<file path="src/rtl/dmem_arbiter.sv">
`default_nettype none
// ============================================================================
// Module   : dmem_arbiter
// Brief    : Two-port round-robin arbiter in front of a byte-addressed data
//            memory, with per-access range check and one-cycle responses.
// Revision : 1.0 - initial release
// ============================================================================
module dmem_arbiter #(
    parameter int DEPTH = 180
) (
    input  logic        arb_clk,
    input  logic        arb_rst_n,

    input  logic        p0_req,
    input  logic [31:0] p0_addr,
    input  logic [31:0] p0_wdata,
    input  logic [2:0]  p0_instr,
    output logic        p0_gnt,
    output logic        p0_rvalid,
    output logic [31:0] p0_rdata,
    output logic        p0_err,

    input  logic        p1_req,
    input  logic [31:0] p1_addr,
    input  logic [31:0] p1_wdata,
    input  logic [2:0]  p1_instr,
    output logic        p1_gnt,
    output logic        p1_rvalid,
    output logic [31:0] p1_rdata,
    output logic        p1_err,

    output logic [31:0] mem_addr,
    output logic [31:0] mem_wdata,
    output logic [2:0]  mem_instr,
    output logic        mem_R,
    output logic        mem_W,
    input  logic [31:0] mem_rdata
);

    localparam logic [32:0] c_DEPTH_LIMIT = 33'(DEPTH);

    typedef enum logic [1:0] {
        S_IDLE   = 2'd0,
        S_ACCESS = 2'd1,
        S_RESP   = 2'd2
    } state_t;

    state_t      r_state;
    logic        r_last_grant;
    logic        r_port;
    logic [31:0] r_addr;
    logic [31:0] r_wdata;
    logic [2:0]  r_instr;
    logic [31:0] r_rdata;
    logic        r_err;

    logic        w_any_req;
    logic        w_winner;
    logic [2:0]  w_size;
    logic [32:0] w_end;
    logic        w_in_range;
    logic        w_is_store;
    logic        w_access;
    logic        w_resp;
    logic        w_mem_en;

    // On a tie the port that did not win last time goes next.
    assign w_any_req = p0_req | p1_req;
    assign w_winner  = (p0_req && p1_req) ? ~r_last_grant : p1_req;

    always_comb begin
        w_size = 3'd1;
        case (r_instr)
            3'd0, 3'd3, 3'd5: w_size = 3'd1;
            3'd1, 3'd4, 3'd6: w_size = 3'd2;
            3'd2, 3'd7:       w_size = 3'd4;
            default:          w_size = 3'd1;
        endcase
    end

    // 33-bit sum so addresses near 0xFFFFFFFF cannot wrap back into range.
    assign w_end      = {1'b0, r_addr} + {30'd0, w_size};
    assign w_in_range = (w_end <= c_DEPTH_LIMIT);
    assign w_is_store = (r_instr >= 3'd5);

    always_ff @(posedge arb_clk or negedge arb_rst_n) begin
        if (!arb_rst_n) begin
            r_state      <= S_IDLE;
            r_last_grant <= 1'b1;
            r_port       <= 1'b0;
            r_addr       <= 32'd0;
            r_wdata      <= 32'd0;
            r_instr      <= 3'd0;
            r_rdata      <= 32'd0;
            r_err        <= 1'b0;
        end else begin
            case (r_state)
                S_IDLE: begin
                    if (w_any_req) begin
                        r_port       <= w_winner;
                        r_last_grant <= w_winner;
                        r_addr       <= w_winner ? p1_addr  : p0_addr;
                        r_wdata      <= w_winner ? p1_wdata : p0_wdata;
                        r_instr      <= w_winner ? p1_instr : p0_instr;
                        r_state      <= S_ACCESS;
                    end
                end
                S_ACCESS: begin
                    r_rdata <= (w_in_range && !w_is_store) ? mem_rdata : 32'd0;
                    r_err   <= ~w_in_range;
                    r_state <= S_RESP;
                end
                S_RESP: begin
                    r_state <= S_IDLE;
                end
                default: begin
                    r_state <= S_IDLE;
                end
            endcase
        end
    end

    // Outputs decode state and latched registers only, so reset clears them
    // asynchronously and no request input reaches an output.
    assign w_access = (r_state == S_ACCESS);
    assign w_resp   = (r_state == S_RESP);
    assign w_mem_en = w_access & w_in_range;

    assign p0_gnt    = w_access & ~r_port;
    assign p1_gnt    = w_access &  r_port;

    assign p0_rvalid = w_resp & ~r_port;
    assign p1_rvalid = w_resp &  r_port;
    assign p0_rdata  = p0_rvalid ? r_rdata : 32'd0;
    assign p1_rdata  = p1_rvalid ? r_rdata : 32'd0;
    assign p0_err    = p0_rvalid & r_err;
    assign p1_err    = p1_rvalid & r_err;

    assign mem_addr  = w_mem_en ? r_addr  : 32'd0;
    assign mem_wdata = w_mem_en ? r_wdata : 32'd0;
    assign mem_instr = w_mem_en ? r_instr : 3'd0;
    assign mem_R     = w_mem_en & ~w_is_store;
    assign mem_W     = w_mem_en &  w_is_store;

endmodule
`default_nettype wire

</file>
<file path="config.mk">
export PLATFORM = sky130hd
export DESIGN_NAME = dmem_arbiter
export DESIGN_NICKNAME = d
export VERILOG_FILES = /design/src/rtl/dmem_arbiter.sv
export SDC_FILE = /design/constraint.sdc
export NUM_CORES = 1
export LEC_CHECK = 0
export ABC_AREA = 1
export CORE_ASPECT_RATIO = 2
export CORE_MARGIN = 2
export CORE_UTILIZATION = 45
export CTS_BUF_LIST = sky130_fd_sc_hd__clkbuf_16
export DETAILED_ROUTE_END_ITERATION = 10
export MAX_ROUTING_LAYER = met4
export PLACE_DENSITY_LB_ADDON = 0.12
export SYNTH_ARGS = -nofsm -noshare
export SYNTH_HDL_FRONTEND = slang
export SYNTH_SLANG_ARGS = --single-unit
</file>
<file path="constraint.sdc">
create_clock -name arb_clk -period 8.7 [get_ports arb_clk]
set_clock_uncertainty 0.05 [all_clocks]
set_input_delay 1.305 -clock arb_clk [delete_from_list [all_inputs] [get_ports arb_clk]]
set_output_delay 1.305 -clock arb_clk [all_outputs]
set_load 0.01 [all_outputs]
</file>
# Word level (Yosys, flattened, before mapping)
# Memory sizes are Yosys's and may differ from the RTL's.
# Cells that the tools add are included.
op_classes:
  n_addsub: 1
  magnitude_cmp: 2
  eq_ne: 3
  mux: 12
  bitwise_logic: 14
  n_reduce_logical: 5
ops:
  columns: ["operator", "count"]
  rows:
  - ["two-way mux 32 bit", 7]
  - ["adder 32 x 3 -> 33 bit", 1]
  - ["<= comparator 33 x 8 -> 1 bit, second input constant", 1]
  - ["bitwise AND 1 bit", 9]
  - ["two-way mux 3 bit", 2]
  - ["NOT 1 bit", 4]
  - ["case mux 2 bit (2 select lines)", 1]
  - [">= comparator 3 bit, second input constant", 1]
  - ["equality test 2 x 1 -> 1 bit, second input constant", 1]
  - ["equality test 2 bit, second input constant", 1]
  - ["logical AND 1 bit", 2]
  - ["logical NOT 2 bit", 1]
  - ["two-way mux 2 bit", 1]
  - ["!= test 2 bit, second input constant", 1]
  - ["AND reduction 2 bit", 1]
  - ["logical NOT 1 bit", 1]
  - ["two-way mux 1 bit", 1]
  - ["OR 1 bit", 1]
word_totals:
  register_bits: 104
  rom_bits: 24
  output_inout_bits: 139
  memories: 1
memory_table:
  columns: ["memory", "depth", "width", "read_ports", "rd_clocked_by_memory_dff", "write_ports", "line", "text"]
  rows:
  - ["(no name shown)", 8, 3, 1, 0, 0, "73", "case (r_instr)"]

# Logic depth before layout (Yosys ltp)
# Gate-level depths: netlist of run 1.
# An unclocked memory read counts as a cell.
logic_depth:
  depth_word: 5
  ltp_mapped: 24
  ltp_nobuf: 23

# Worst setup path after synthesis of run 1
# Ideal clock, no wire load.
synth_path:
  kind: "register to output"
  start: "register r_instr[0]"
  end: "output port mem_addr[2]"
  arrival_time_ps: 2975
  required_ps: 7345
  slack_ps: 4370
  stages_incl_launch_ff: 24
  path_buffers: 1
  path_cell_list: "dfrtp_1 inv_1 ha_1 nand2_1 o21ai_0 ha_1 inv_1 fa_1 inv_1 nand3_1 nand2_2 nand2_1 nor2_1 nand2_1 nand2_1 nand2_1 nor2_1 nand2_1 nor2_1 nand2_1 nor2_4 nand2_4 buf_6 nor2_1"
synth_via:
  elab_chain_len: 5
synth_rtl:
  columns: ["element", "line", "text"]
  rows:
  - ["start: declaration", "53", "logic [2:0] r_instr;"]
  - ["start signal: assignment", "104", "r_instr <= w_winner ? p1_instr : p0_instr;"]
  - ["memory read (8 x 3 bit)", null, null]
  - ["adder 32 x 3 -> 33 bit", "82", "assign w_end = {1'b0, r_addr} + {30'd0, w_size};"]
  - ["<= comparator 33 x 8 -> 1 bit", "83", "assign w_in_range = (w_end <= c_DEPTH_LIMIT);"]
  - ["bitwise AND 1 bit", "127", "assign w_mem_en = w_access & w_in_range;"]
  - ["two-way mux 32 bit", "139", "assign mem_addr = w_mem_en ? r_addr : 32'd0;"]
  - ["end: declaration", "32", "output logic [31:0] mem_addr,"]
# No other way between the ends.

# Final worst setup path of run 1
layout_path:
  start: "register r_instr[1]"
  end: "output port mem_R"
layout_via:
  elab_chain_len: 5
  word_cells_on_any_way: 7
  classes_between: "add/sub: 1; order compare: 2; bitwise: 3; memory: 1"
layout_rtl:
  columns: ["element", "line", "text"]
  rows:
  - ["memory read (8 x 3 bit)", null, null]
  - ["adder 32 x 3 -> 33 bit", "82", null]
  - ["<= comparator 33 x 8 -> 1 bit", "83", null]
  - ["bitwise AND 1 bit", "127", null]
  - ["bitwise AND 1 bit *", "142", "assign mem_R = w_mem_en & ~w_is_store;"]
  - ["end: declaration", "35", "output logic mem_R,"]
# Every way passes the cells marked *; elsewhere a longest branch is shown, timed or not.

==> results.sh, run 1 <==
export IMPL_startpoint="r_instr[1]$_DFFE_PN0P_"
export IMPL_ant_nets=0
export IMPL_timing_rr_start="r_instr[1]$_DFFE_PN0P_"
export IMPL_final_cells=1422
export IMPL_grt_pass1_vias=7139
export IMPL_numPlacedInstances=1406
export IMPL_grt_ovfl_total=0
export IMPL_r2r_end="r_rdata[23]$_DFFE_PN0N_"
export IMPL_swShare=0.442
export IMPL_yosysTopAreaCell="dfrtp_1"
export IMPL_tightest_slew_ns=1.06
export IMPL_reg2reg_depth=20
export IMPL_area_growth_pct=47.1
export IMPL_grt_pass1_wl_mm=34.7
export IMPL_fmax_mhz=154
export IMPL_cts_resized_gates=0
export IMPL_relSlewSlack=0.292
export IMPL_postSynthRegisterBits=104
export IMPL_min_from="r_rdata[1]$_DFFE_PN0N_"
export IMPL_critical_path_class="flip-flop to output port"
export IMPL_synth_cell_types=32
export IMPL_drv_slew=0
export IMPL_synthTopCellsByArea="dfrtp_1, nor2_1, nand2_1"
export IMPL_insertedDiodeCount=0
export IMPL_status="finished clean"
export IMPL_drtIter0Drc=349
export IMPL_path_max_fanout=46
export IMPL_crit_arrival_ns=5.14
export IMPL_htreeDepth=3
export IMPL_power_density_mw_per_mm2=227
export IMPL_finish_instance_area_mm2=0.00970
export IMPL_viasPerCell=5.10
export IMPL_min_to="r_rdata[1]$_DFFE_PN0N_"
export IMPL_layout_min_cycle_time_ns=6.50
export IMPL_drt_pass1_iterations=5
export IMPL_clock_sinks=104
export IMPL_clockBufferDepth=2
export IMPL_cap_viol_max_count=0
export IMPL_worstSetupEndpointType="output port"
export IMPL_clk_latency_ns=0.36
export IMPL_synthesis_area_mm2=0.00659
export IMPL_drive_gt1_frac=0.0325
export IMPL_pin_count=309
export IMPL_yosysSeqAreaShare=0.395
export IMPL_wirelength_mm=22.2
export IMPL_yosysTopAreaCellShare=0.391
export IMPL_vdd_drop_max_uv=197
export IMPL_wl_per_cell_um=15.6
export IMPL_place_port_buffers=285
export IMPL_dieArea_mm2=0.0157
export IMPL_critPathLaunchType="flip-flop"
export IMPL_fin_nets=1402
export IMPL_std_cell_rows=62
export IMPL_yosysWarnings=0
export IMPL_rsz0062_at_grt="no"
export IMPL_cts_root_buffer="clkbuf_16"
export IMPL_path_clk_slew_ns=0.08
export IMPL_post_route_period_util=0.747
export IMPL_grt_usage=0.294
export IMPL_vias=7252
export IMPL_coreArea_mm2=0.0144
export IMPL_cts_hold_buf=0
export IMPL_netlist_instances=977
export IMPL_fp_dieW_um=89.6
export IMPL_finalSetupViolations=0
export IMPL_postSynthAreaPerCell_um2=6.75
export IMPL_cts_buffers=9
export IMPL_final_util=0.676
export IMPL_power_switching_uw=971
export IMPL_start_util=0.459
export IMPL_antenna_found_initial=0
export IMPL_hp_class="flip-flop to flip-flop"
export IMPL_cp_required_ns=7.34
export IMPL_power_leakage_nw=4.26
export IMPL_grt_max_degree=119
export IMPL_cts_tree="yes"
export IMPL_dpl_instance_area_mm2=0.00940
export IMPL_pwr_share_comb=0.456
export IMPL_drc=0
export IMPL_seq_power_share=0.354
export IMPL_reg2reg_slack_ns=4.84
export IMPL_die_y_um=175
export IMPL_tns_ns=0
export IMPL_hold_viol=0
export IMPL_holdPathStages=2
export IMPL_dp_hpwl_mm=16.9
export IMPL_clkPwrFrac=0.191
export IMPL_cts_setup_buffers=0
export IMPL_globalplace_congestion=0.957
export IMPL_intPower_mw=1.23
## per-layer routing
layer,vias to the layer above,global-route usage,part of all wire
li1,3554,-,-
met4,0,0.155,0.055
met3,67,0.0472,0.051
met2,280,0.520,0.55
met1,3351,0.298,0.34
met5,-,-,0
## final cells by class
class | instances | area [µm²]
clock buffers | 9 | 225
clock inverters | 7 | 70.1
fillers | 1315 | 4660
inverters | 136 | 510
multi-input cells | 685 | 3170
flip-flops and latches | 104 | 2600
well taps | 192 | 240
repair buffers | 289 | 2880
## cells in the final DEF, fill, tap and decap left out, types with 2 or more instances in the layout
cell type / netlist / routed
clkdlybuf4s50_1: 0 / 284
nor2_1: 225 / 225
nand2_1: 188 / 187
inv_1: 132 / 131
dfrtp_1: 103 / 103
o21ai_0: 71 / 71
o22ai_1: 65 / 65
nand4_1: 40 / 40
nand3_1: 29 / 29
conb_1: 1 / 23
clkbuf_16: 0 / 9
xor2_1: 8 / 8
ha_1: 6 / 6
nand2_2: 4 / 5
nor2_2: 5 / 5
nor3_1: 6 / 5
buf_4: 23 / 5
clkinv_1: 3 / 3
nor2_4: 3 / 3
a31oi_1: 3 / 3
clkinv_2: 0 / 3
inv_2: 1 / 2
and2_1: 2 / 2
inv_6: 0 / 2
## through the flow
step           hold WS [ns]  worst slack, ns  power [mW]
3_5_place_dp          0.415             2.57        1.79
4_1_cts               0.433             2.17        2.21
6_report              0.430             2.20        2.20
2_1_floorplan         0.399             4.37        1.45
5_1_grt               0.459             1.64        2.37
3_3_place_gp          0.412             2.62        1.78
## sequential cells by signal, summed over array words and instances, names as in the netlist
| signal | flops |
|---|---|
| r_port | 1 |
| r_instr | 3 |
| r_state | 2 |
| r_rdata | 32 |
| r_last_grant | 1 |
| r_err | 1 |
| r_wdata | 32 |
| r_addr | 32 |
## cells in the mapped netlist
cell type,instances
nor2_1,225
nand2_1,188
inv_1,132
dfrtp_1,103
o21ai_0,71
o22ai_1,65
nand4_1,40
clkbuf_1,38
nand3_1,29
buf_4,23
xor2_1,8
buf_2,6
ha_1,6
nor3_1,6
nor2_2,5
buf_6,4
nand2_2,4
a31oi_1,3
buf_1,3
clkinv_1,3
nor2_4,3
and2_1,2
a21oi_1,1
a22oi_1,1
conb_1,1
dfstp_2,1
fa_1,1
inv_2,1
nand2_4,1
nand3_2,1
nor3b_1,1
or2_1,1
## how the worst max path moves through the flow
| stage | endpoint | slack [ns] |
|---|---|---|
| floorplan | mem_addr[2] | 4.37 |
| global placement | mem_R | 2.62 |
| detailed placement | mem_R | 2.57 |
| CTS | mem_R | 2.17 |
| global route | mem_addr[5] | 1.64 |
| finish | mem_R | 2.20 |
## power by group through the flow
stage / Combinational (mW) / Clock [mW] / Sequential (mW)
after global routing: 1.13 / 0.444 / 0.796
after global placement: 0.994 / 0 / 0.783
after CTS: 1.01 / 0.426 / 0.775
final: 1.00 / 0.419 / 0.777
after detailed placement: 1.00 / 0 / 0.783
after floorplan: 0.714 / 0 / 0.738
## cells by family (layout without fill, tap and decap cells)
| kind of cell | Yosys count | after routing | share of synthesized area |
|---|---|---|---|
| AO/OA/AOI/OAI | 141 | 141 | 0.120 |
| XOR/XNOR | 8 | 8 | 0.0106 |
| adder cells (fa/ha/maj) | 7 | 7 | 0.0144 |
| buffers and inverters | 210 | 441 | 0.138 |
| flip-flops | 104 | 104 | 0.395 |
| other | 1 | 23 | 0.000569 |
| AND/OR/NAND/NOR | 506 | 506 | 0.321 |
## worst max-delay path: stages (launching register included)
cell	delay, ns
dfrtp_1	0.40
inv_1	0.13
ha_1	0.18
inv_1	0.05
o21ai_0	0.18
ha_1	0.23
inv_1	0.07
fa_1	0.40
inv_1	0.07
nand3_1	0.10
nand2_2	0.16
inv_1	0.05
nor2_1	0.26
nand2_1	0.09
nand2_1	0.07
nand4_1	0.11
nor2_1	0.13
nand2_1	0.09
nor2_4	0.61
nand2_4	0.49
nor2_1	0.28
clkdlybuf4s50_1	0.58
(Power assumes the default switching activity.)
==> run 2, diff against run 1 <==
--- a/config.mk
+++ b/config.mk
@@ -8,7 +8,7 @@
 export ABC_AREA = 1
 export CORE_ASPECT_RATIO = 2
 export CORE_MARGIN = 2
-export CORE_UTILIZATION = 45
+export CORE_UTILIZATION = 42
 export CTS_BUF_LIST = sky130_fd_sc_hd__clkbuf_16
 export DETAILED_ROUTE_END_ITERATION = 10
 export MAX_ROUTING_LAYER = met4
==> constraint.sdc (replaced) <==
create_clock -name arb_clk -period 6.1 [get_ports arb_clk]
set_clock_uncertainty 0.05 [all_clocks]
set_input_delay 0.915 -clock arb_clk [delete_from_list [all_inputs] [get_ports arb_clk]]
set_output_delay 0.915 -clock arb_clk [all_outputs]
set_load 0.01 [all_outputs]
==> run 2 against run 1 <==
  * Design area is 0.55% higher
  * Critical path depth is 1 lower
  * Final cell count increased by 0.56%
  * Setup slack lost 1.6 ns
  * Via count shrank 1.6%
  * Routed wire length up 0.44%
  * Clock power up 53%
  * Register-to-register slack got worse by 2.5 ns
==> results.sh, run 2 (synthesis results as in run 1) <==
export IMPL_drive_gt1_frac=0.0341
export IMPL_fp_dieW_um=92.6
export IMPL_final_common_cell="clkdlybuf4s50_1"
export IMPL_vdd_drop_max_uv=184
export IMPL_finalSetupViolations=0
export IMPL_tns_ns=0
export IMPL_globalplace_congestion=0.950
export IMPL_hold_viol=0
export IMPL_clockBufferDepth=2
export IMPL_relSlewSlack=0.294
export IMPL_start_util=0.431
export IMPL_cts_resized_gates=0
export IMPL_grt_use_met3=0.0388
export IMPL_cts_setup_buffers=0
export IMPL_wirelength_mm=22.3
export IMPL_drc=0
export IMPL_startpoint="r_instr[1]$_DFFE_PN0P_"
export IMPL_place_port_buffers=285
export IMPL_path_max_fanout=46
export IMPL_std_cell_rows=64
export IMPL_critPathLaunchType="flip-flop"
export IMPL_wl_per_cell_um=15.6
export IMPL_final_cells=1430
export IMPL_worstSetupEndpointType="output port"
export IMPL_layout_min_cycle_time_ns=5.48
export IMPL_viasPerCell=4.99
export IMPL_crit_arrival_ns=4.52
export IMPL_drtIter0Drc=274
export IMPL_rsz0062_at_grt="no"
export IMPL_vias=7139
export IMPL_cts_root_buffer="clkbuf_16"
export IMPL_ant_nets=0
export IMPL_antenna_found_initial=0
export IMPL_nFillCells=1445
export IMPL_largestRegisters="r_addr (32), r_rdata (32), r_wdata (32)"
export IMPL_cp_required_ns=5.13
export IMPL_min_from="r_rdata[17]$_DFFE_PN0N_"
export IMPL_cts_tree="yes"
export IMPL_fmax_mhz=182
export IMPL_path_clk_slew_ns=0.07
export IMPL_tightest_slew_ns=1.05
export IMPL_grt_usage=0.274
export IMPL_area_growth_pct=47.9
export IMPL_grt_pass1_vias=7171
export IMPL_drv_slew=0
export IMPL_timing_rr_start="r_instr[1]$_DFFE_PN0P_"
export IMPL_post_route_period_util=0.899
export IMPL_top_usage_layer="met2"
export IMPL_critical_path_class="flip-flop to output port"
export IMPL_grt_ovfl_total=0
export IMPL_cts_hold_buf=0
export IMPL_htreeDepth=3
export IMPL_clock_sinks=104
export IMPL_met1_usage=0.270
export IMPL_power_density_mw_per_mm2=327
export IMPL_clk_latency_ns=0.36
export IMPL_use_met2=0.511
export IMPL_cap_viol_max_count=0
export IMPL_cts_buffers=9
export IMPL_dp_hpwl_mm=16.9
export IMPL_die_y_um=181
export IMPL_drt_pass1_iterations=5
export IMPL_fin_nets=1404
export IMPL_layout_common_cells="clkdlybuf4s50_1, nor2_1, nand2_1"
export IMPL_grt_pass1_wl_mm=35.6
export IMPL_coreArea_mm2=0.0153
export IMPL_numPlacedInstances=1414
export IMPL_pin_count=309
export IMPL_grt_max_degree=83
export IMPL_status="finished clean"
export IMPL_power_leakage_nw=4.29
export IMPL_dieArea_mm2=0.0168
export IMPL_hp_class="flip-flop to flip-flop"
export IMPL_insertedDiodeCount=0
## run 2: per-layer routing
layer,part of all wire,vias up
met1,0.34,3251
met5,0,-
met2,0.55,267
met3,0.053,59
li1,-,3562
met4,0.050,0
## run 2: metrics by stage
step / setup WS, ns / total power [mW] / util / hold slack [ns] / area, µm²
2_1_floorplan: 2.16 / 2.07 / - / 0.399 / 6670
3_3_place_gp: 1.07 / 2.52 / 0.616 / 0.412 / 9420
3_5_place_dp: 0.989 / 2.55 / 0.616 / 0.416 / 9420
4_1_cts: 0.588 / 3.21 / 0.637 / 0.434 / 9750
5_1_grt: 0.287 / 3.44 / 0.637 / 0.449 / 9750
6_report: 0.616 / 3.19 / 0.637 / 0.431 / 9750
## run 2: worst max-delay path, cell delays in order (launching register included)
cell	delay, ns
dfrtp_1	0.40
inv_1	0.13
ha_1	0.18
inv_1	0.05
o21ai_0	0.20
ha_1	0.26
inv_1	0.09
fa_1	0.41
inv_1	0.07
nand3_1	0.10
nand2_2	0.16
nand3_1	0.18
nor2_1	0.16
xor2_1	0.23
nand2_1	0.08
nor2_1	0.10
nand2_1	0.09
nor2_4	0.13
nand2_4	0.30
nor2_1	0.25
clkdlybuf4s50_1	0.57
## run 2: final timing paths
| kind | cells past startpoint | to | slack (ns) |
|---|---|---|---|
| setup / recovery | 20 | mem_addr[7] | 0.62 |
| hold / removal | 2 | r_rdata[17]$_DFFE_PN0N_ | 0.43 |
| setup reg to reg | 20 | r_rdata[8]$_DFFE_PN0N_ | 2.34 |
| hold reg to reg | 2 | r_rdata[17]$_DFFE_PN0N_ | 0.43 |
| max in group asynchronous | 2 | r_rdata[29]$_DFFE_PN0N_ | 4.28 |
| min in group asynchronous | 1 | r_rdata[10]$_DFFE_PN0N_ | 0.49 |
## run 2: report_power, final
part,switching [mW],internal (mW),leakage [nW]
logic,0.940,0.501,2.81
clock network,0.277,0.365,0.158
registers,0.177,0.930,1.31
## run 2: cell type report
class | instances | area (µm²) | share of cell area
inverter | 136 | 510 | 0.0524
sequential | 104 | 2600 | 0.267
multi-input combinational | 685 | 3170 | 0.325
timing repair buffer | 291 | 2900 | 0.297
clock buffer | 9 | 225 | 0.0231
clock inverter | 7 | 101 | 0.0104
tap | 198 | 248 | 0.0254
